`config.mk`:
```
export PLATFORM = sky130hd
export DESIGN_NAME = keypad_scan_ctrl
export DESIGN_NICKNAME = d
export VERILOG_FILES = /design/src/rtl/keypad_scan_ctrl.sv
export SDC_FILE = /design/constraint.sdc
export NUM_CORES = 1
export LEC_CHECK = 0
export ABC_CLOCK_PERIOD_IN_PS = 5500
export BUFFER_PORTS_ARGS = -buffer_cell sky130_fd_sc_hd__buf_2
export CAP_MARGIN = 20
export CORE_AREA = 10 10 132 98
export DETAILED_ROUTE_END_ITERATION = 6
export DIE_AREA = 0 0 142 108
export GPL_TIMING_DRIVEN = 0
export PLACE_DENSITY = 0.48
export RECOVER_POWER = 25
export SLEW_MARGIN = 20
export SYNTH_ARGS = -nofsm -noshare
export SYNTH_HDL_FRONTEND = slang
export SYNTH_SLANG_ARGS = --single-unit
```
`constraint.sdc`:
```
create_clock -name clk -period 5.5 [get_ports clk]
set_clock_uncertainty 0.2 [all_clocks]
set_input_delay 0.825 -clock clk [delete_from_list [all_inputs] [get_ports clk]]
set_output_delay 0.825 -clock clk [all_outputs]
set_load 0.01 [all_outputs]
```
`src/rtl/keypad_scan_ctrl.sv`:
```
// -----------------------------------------------------------------------------
// keypad_scan_ctrl
//
// Scan controller for a 4x4 matrix keypad. It drives one row low at a time and
// samples the active-low columns. A single pressed key is debounced and
// reported as one clean single-cycle one-hot pulse, so the downstream decoder
// never sees bounce, ghost keys or a held key repeated on every clock.
//
// Parameters
//   SCAN_DIV       clk cycles per scan tick (>= 4)
//   DEBOUNCE_TICKS consecutive identical ticks to accept a press or release (1..15)
//   REPEAT_TICKS   auto-repeat period in ticks (only with KEYPAD_REPEAT_EN)
//
// Ports
//   clk        system clock
//   rst_n      asynchronous active-low reset
//   col_in     keypad columns, active-low, asynchronous to clk
//   row_out    keypad row drive, active-low, exactly one bit low
//   onehot     bit row*4+col high for one clk per accepted press
//   key_valid  high in the same cycle as onehot != 0
//   key_code   row*4+col of the last accepted key
//   key_down   high from acceptance until the release is accepted
//
// Build option
//   KEYPAD_REPEAT_EN  when defined, a held key re-emits its pulse every
//                     REPEAT_TICKS ticks.
// -----------------------------------------------------------------------------
module keypad_scan_ctrl #(
  parameter int unsigned SCAN_DIV       = 50000,
  parameter int unsigned DEBOUNCE_TICKS = 4,
  parameter int unsigned REPEAT_TICKS   = 100
) (
  input  logic        clk,
  input  logic        rst_n,
  input  logic [3:0]  col_in,
  output logic [3:0]  row_out,
  output logic [15:0] onehot,
  output logic        key_valid,
  output logic [3:0]  key_code,
  output logic        key_down
);

  localparam int unsigned DIV_W     = $clog2(SCAN_DIV);
  localparam logic [DIV_W-1:0] DIV_LAST = DIV_W'(SCAN_DIV - 1);
  localparam logic [3:0]  DEB_LIMIT = 4'(DEBOUNCE_TICKS);

  localparam logic [1:0] ST_SCAN     = 2'd0;
  localparam logic [1:0] ST_DEBOUNCE = 2'd1;
  localparam logic [1:0] ST_HELD     = 2'd2;

`ifdef KEYPAD_REPEAT_EN
  localparam int unsigned REP_W     = $clog2(REPEAT_TICKS + 1);
  localparam logic [REP_W-1:0] REP_LIMIT = REP_W'(REPEAT_TICKS);
`endif

  // Column of the single low bit in a pattern that has exactly one low bit.
  function automatic logic [1:0] low_col(input logic [3:0] cols);
    case (cols)
      4'b1101: low_col = 2'd1;
      4'b1011: low_col = 2'd2;
      4'b0111: low_col = 2'd3;
      default: low_col = 2'd0;
    endcase
  endfunction

  // ---------------------------------------------------------------------------
  // Column synchronizer: col_in is asynchronous, so every decision below looks
  // only at col_s_q. Columns are pulled up, hence the all-ones reset value.
  // ---------------------------------------------------------------------------
  logic [3:0] col_meta_q, col_s_q;

  // NOTE: sequential state uses non-blocking assignments so every flop samples
  // the pre-edge value of its inputs regardless of block ordering.
  always_ff @(posedge clk or negedge rst_n) begin
    if (!rst_n) begin
      col_meta_q <= 4'hF;
      col_s_q    <= 4'hF;
    end else begin
      col_meta_q <= col_in;
      col_s_q    <= col_meta_q;
    end
  end

  // ---------------------------------------------------------------------------
  // State
  // ---------------------------------------------------------------------------
  logic [DIV_W-1:0] div_cnt_q, div_cnt_d;
  logic [1:0]       state_q, state_d;
  logic [1:0]       row_q, row_d;
  logic [3:0]       pat_q, pat_d;     // latched column pattern of the candidate key
  logic [3:0]       cnt_q, cnt_d;     // matching press ticks
  logic [3:0]       rel_q, rel_d;     // consecutive all-high ticks while held
  logic [15:0]      onehot_q, onehot_d;
  logic             valid_q, valid_d;
  logic [3:0]       code_q, code_d;
  logic             down_q, down_d;
`ifdef KEYPAD_REPEAT_EN
  logic [REP_W-1:0] rep_q, rep_d, rep_inc;
`endif

  logic       tick;
  logic       single_low;
  logic       accept;
  logic [3:0] new_cnt;
  logic [3:0] rel_inc;

  assign tick       = (div_cnt_q == DIV_LAST);
  assign single_low = (col_s_q == 4'b1110) || (col_s_q == 4'b1101) ||
                      (col_s_q == 4'b1011) || (col_s_q == 4'b0111);

  // NOTE: every signal written here gets a default first, so no path through
  // the case statement can leave a value unassigned and infer a latch.
  always_comb begin
    div_cnt_d = tick ? '0 : div_cnt_q + 1'b1;
    state_d   = state_q;
    row_d     = row_q;
    pat_d     = pat_q;
    cnt_d     = cnt_q;
    rel_d     = rel_q;
    onehot_d  = '0;
    valid_d   = 1'b0;
    code_d    = code_q;
    down_d    = down_q;
    accept    = 1'b0;
    new_cnt   = cnt_q;
    rel_inc   = rel_q + 4'd1;
`ifdef KEYPAD_REPEAT_EN
    rep_d     = rep_q;
    rep_inc   = rep_q + REP_W'(1);
`endif

    if (tick) begin
      case (state_q)
        ST_SCAN: begin
          if (single_low) begin
            // Row stays put so the same key keeps being sampled.
            pat_d   = col_s_q;
            new_cnt = 4'd1;
            cnt_d   = new_cnt;
            state_d = ST_DEBOUNCE;
            accept  = (new_cnt == DEB_LIMIT);
          end else begin
            // Idle, multi-key and ghost patterns all just move on.
            row_d = row_q + 2'd1;
          end
        end

        ST_DEBOUNCE: begin
          if (col_s_q == pat_q) begin
            new_cnt = cnt_q + 4'd1;
            cnt_d   = new_cnt;
            accept  = (new_cnt == DEB_LIMIT);
          end else begin
            state_d = ST_SCAN;
            row_d   = row_q + 2'd1;
          end
        end

        ST_HELD: begin
          // Any low column (including a second key) restarts the release count.
          if (col_s_q == 4'hF) begin
            if (rel_inc == DEB_LIMIT) begin
              rel_d   = '0;
              down_d  = 1'b0;
              state_d = ST_SCAN;
              row_d   = row_q + 2'd1;
            end else begin
              rel_d = rel_inc;
            end
          end else begin
            rel_d = '0;
          end
`ifdef KEYPAD_REPEAT_EN
          if (col_s_q == pat_q) begin
            if (rep_inc == REP_LIMIT) begin
              onehot_d = 16'd1 << code_q;
              valid_d  = 1'b1;
              rep_d    = '0;
            end else begin
              rep_d = rep_inc;
            end
          end else begin
            rep_d = '0;
          end
`endif
        end

        default: state_d = ST_SCAN;
      endcase
    end

    if (accept) begin
      state_d  = ST_HELD;
      code_d   = {row_q, low_col(pat_d)};
      onehot_d = 16'd1 << code_d;
      valid_d  = 1'b1;
      down_d   = 1'b1;
      rel_d    = '0;
`ifdef KEYPAD_REPEAT_EN
      rep_d    = '0;
`endif
    end
  end

  always_ff @(posedge clk or negedge rst_n) begin
    if (!rst_n) begin
      div_cnt_q <= '0;
      state_q   <= ST_SCAN;
      row_q     <= 2'd0;
      pat_q     <= 4'hF;
      cnt_q     <= '0;
      rel_q     <= '0;
      onehot_q  <= '0;
      valid_q   <= 1'b0;
      code_q    <= '0;
      down_q    <= 1'b0;
`ifdef KEYPAD_REPEAT_EN
      rep_q     <= '0;
`endif
    end else begin
      div_cnt_q <= div_cnt_d;
      state_q   <= state_d;
      row_q     <= row_d;
      pat_q     <= pat_d;
      cnt_q     <= cnt_d;
      rel_q     <= rel_d;
      onehot_q  <= onehot_d;
      valid_q   <= valid_d;
      code_q    <= code_d;
      down_q    <= down_d;
`ifdef KEYPAD_REPEAT_EN
      rep_q     <= rep_d;
`endif
    end
  end

  assign row_out   = ~(4'b0001 << row_q);
  assign onehot    = onehot_q;
  assign key_valid = valid_q;
  assign key_code  = code_q;
  assign key_down  = down_q;

endmodule

```
==> flow_summary.ini <==
[global_routing]
antenna_found_initial = 0
grt_start_max_net_pins = 36
grt_pass1_vias = 2136
grt_pass1_wl_um = 11200
grt_overflow = 0
grt_util_all_layers_pct = 9.088

[clock_network]
clockRootBuffer = clkbuf_16
cts_buffer_depth = 2
post_cts_buffers = 0
cts_inserted_buffers = 9
cts.clk_slew.worst_paths_ns = 0.05
cts_hold_buf = 0
cts_resized = 0
clk_latency_ns = 0.32
h-tree-depth = 3
cts_tree = yes
cts_sinks = 62

[final_layout]
area_growth_pct = 21.49
finalInstanceArea_mm2 = 0.003714
n_antenna_cell = 0
fillers = 1067
drive_gt1_share_pct = 30.06
fin_nets = 326
ff_latch_area_mm2 = 0.001567
multi_input_area_mm2 = 0.001406

[timing]
finalSetupViolCount = 0
tns_ns = 0
relSlewSlack_pct = -2.296
tightest_slew_ns = 1.534
slew_violations = 28
min_period_over_period_pct = 47.81
finalCriticalPeriod_ns = 2.630
rsz0062_at_grt = no
fmax_ghz = 0.3803
setup_ws_ns = 2.870
whs_ns = 0.1537
hold_viol = 0

[setup_path]
critPathKind = register to register
worstPathCellList = ha_1 -> o41ai_4 -> nand3_2 -> a2111oi_4 -> mux2_1
critPathBufInv = 0
end_kind = register
required_ns = 5.50
path_max_fanout = 8
crit_family = compound AO/OA/AOI/OAI gates
worstSetupStartpointType = register
cp.arrival_ns = 2.63
max_stage_delay_ns = 0.54
slowest_stage = o41ai_4

[die]
coreArea_mm2 = 0.01057
ios = 32
die_w_um = 142
die_area_mm2 = 0.01534
placementRows = 32
initial_core_util_pct = 28.92
die_y_um = 108

[yosys]
async_reset_ff_share_pct = 100.0
ys_warn_count = 0
synthCells = 268
synth_cell_types = 49
synth_ff_type = dfrtp_1
synth_nets = 283
synth.yosys.seq_area_share_pct = 51.25
netlist_area_mm2 = 0.003057
ys_ff_latch = 62
syn_avg_cell_area_um2 = 11.41
synth_edf_count = 0

[place]
gp_congestion = 0.7194
place_area_mm2 = 0.003405
io_buffers = 31
dp_worst_setup_slack_ns = 2.832
place_hpwl_um = 4643

[drt]
drcViolationCount = 0
drt-initial-drc-count = 156
wl_per_cell_um = 14.02
vias_per_cell = 4.573
via_count = 2067
drtAntennaViolNets = 0
drtPass1Iterations = 4
drt-total-wl_um = 6338

[run]
maxCapViolations = 1

[power_and_ir_drop]
p_leak_nw = 1.680
p_per_area_mw_per_mm2 = 287.7
ir_drop_uv = 155.0
power_mw = 1.068

[outcome]
run_status = complete, but fails checks
violations = max-capacitance violations, max-slew violations

[min_path]
worstHoldPathType = register to register
[flip-flops by register name, indices dropped and copies added (netlist names)]
register,count
rel_q,4
cnt_q,4
col_s_q,4
key_valid,1
col_meta_q,4
pat_q,4
key_code,4
key_down,1
state_q,2
div_cnt_q,16
onehot,16
row_q,2
[placed cells by master (no fill, tap or decap), types with 2 or more instances in the layout]
cell type,synthesis,final
a21oi_1,8,8
a31oi_1,2,2
and2_1,3,3
and3_1,2,2
and3b_1,2,2
and4bb_2,2,2
buf_2,7,37
clkbuf_1,2,4
clkbuf_16,0,9
clkbuf_8,0,3
dfrtp_1,50,50
dfstp_2,12,12
ha_1,9,9
inv_1,11,11
mux2_2,13,13
nand2_1,18,18
nand2b_1,4,4
nand3_1,11,11
nand3_2,5,5
nand3b_1,3,3
nand4_1,8,8
nand4b_1,6,6
nor2_1,31,31
nor2b_1,2,2
nor4_4,2,2
o211ai_1,4,4
o21ai_0,6,6
or4_1,3,3
xnor2_1,10,10
xor2_1,11,11
[per-stage QoR]
step	instances	util, %
2_1_floorplan	268	-
3_3_place_gp	435	32.00
3_5_place_dp	436	32.21
4_1_cts	452	35.17
5_1_grt	452	35.13
6_report	452	35.13
[routing by layer]
layer,GRT usage (%),wire (µm),up-vias
li1,-,-,1031
met1,12.47,3294,1005
met2,12.85,2766,26
met3,3.022,212,5
met4,3.639,65,0
met5,0,0,-
[final timing paths]
path	depth (start not counted)	from	slack, ns	endpoint
worst max-delay path	5	rel_q[0]	2.87	row_q[1]
worst min-delay path	0	col_meta_q[3]	0.15	col_s_q[3]
worst max register to register	5	rel_q[0]	2.87	row_q[1]
worst min register to register	0	col_meta_q[3]	0.15	col_s_q[3]
max in group asynchronous	2	rst_n	3.49	col_s_q[2]
min in group asynchronous	1	rst_n	0.67	div_cnt_q[11]
[cell type report]
| cell class | count | share of cell area [%] |
|---|---|---|
| flip-flops and latches | 62 | 42.18 |
| plain buffers | 9 | 1.146 |
| clock inverters | 3 | 1.146 |
| inverters | 11 | 1.112 |
| well taps | 136 | 4.582 |
| multi-input cells | 186 | 37.87 |
| repair buffers | 32 | 4.683 |
| clock buffers | 13 | 7.278 |
[cell families after synthesis]
logic type	share of synthesized area, %
adders and majority gates	3.684
muxes	5.485
buffers and inverters	2.743
AOI/OAI and AO/OA	7.451
DFF	51.25
xor gates and xnor gates	6.017
and+or+nand+nor	23.37
[synth_stat cells, types with 3 or more instances]
cell type | n | share of area [%]
dfrtp_1 | 50 | 41
nor2_1 | 31 | 3.8
nand2_1 | 18 | 2.2
mux2_2 | 13 | 4.8
dfstp_2 | 12 | 10
inv_1 | 11 | 1.4
nand3_1 | 11 | 1.8
xor2_1 | 11 | 3.2
xnor2_1 | 10 | 2.9
ha_1 | 9 | 3.7
a21oi_1 | 8 | 1.3
nand4_1 | 8 | 1.6
buf_2 | 7 | 1.1
nand4b_1 | 6 | 1.7
o21ai_0 | 6 | 0.98
nand3_2 | 5 | 1.6
nand2b_1 | 4 | 0.82
o211ai_1 | 4 | 0.98
and2_1 | 3 | 0.61
nand3b_1 | 3 | 0.74
or4_1 | 3 | 0.74
[worst reg2reg max path: cells and delay by family, from the launching register on]
kind	cells	cell delay, ns
compound gates	2	1.02
fa+ha+maj	1	0.31
mux	1	0.37
flops	1	0.46
simple gates	1	0.16
[power by group]
part	switching, mW	internal, mW	total (mW)
clock network	0.192	0.387	0.579
registers	0.000817	0.462	0.463
logic	0.0183	0.00808	0.0264
total	0.211	0.857	1.07
(Power assumes the default switching activity.)
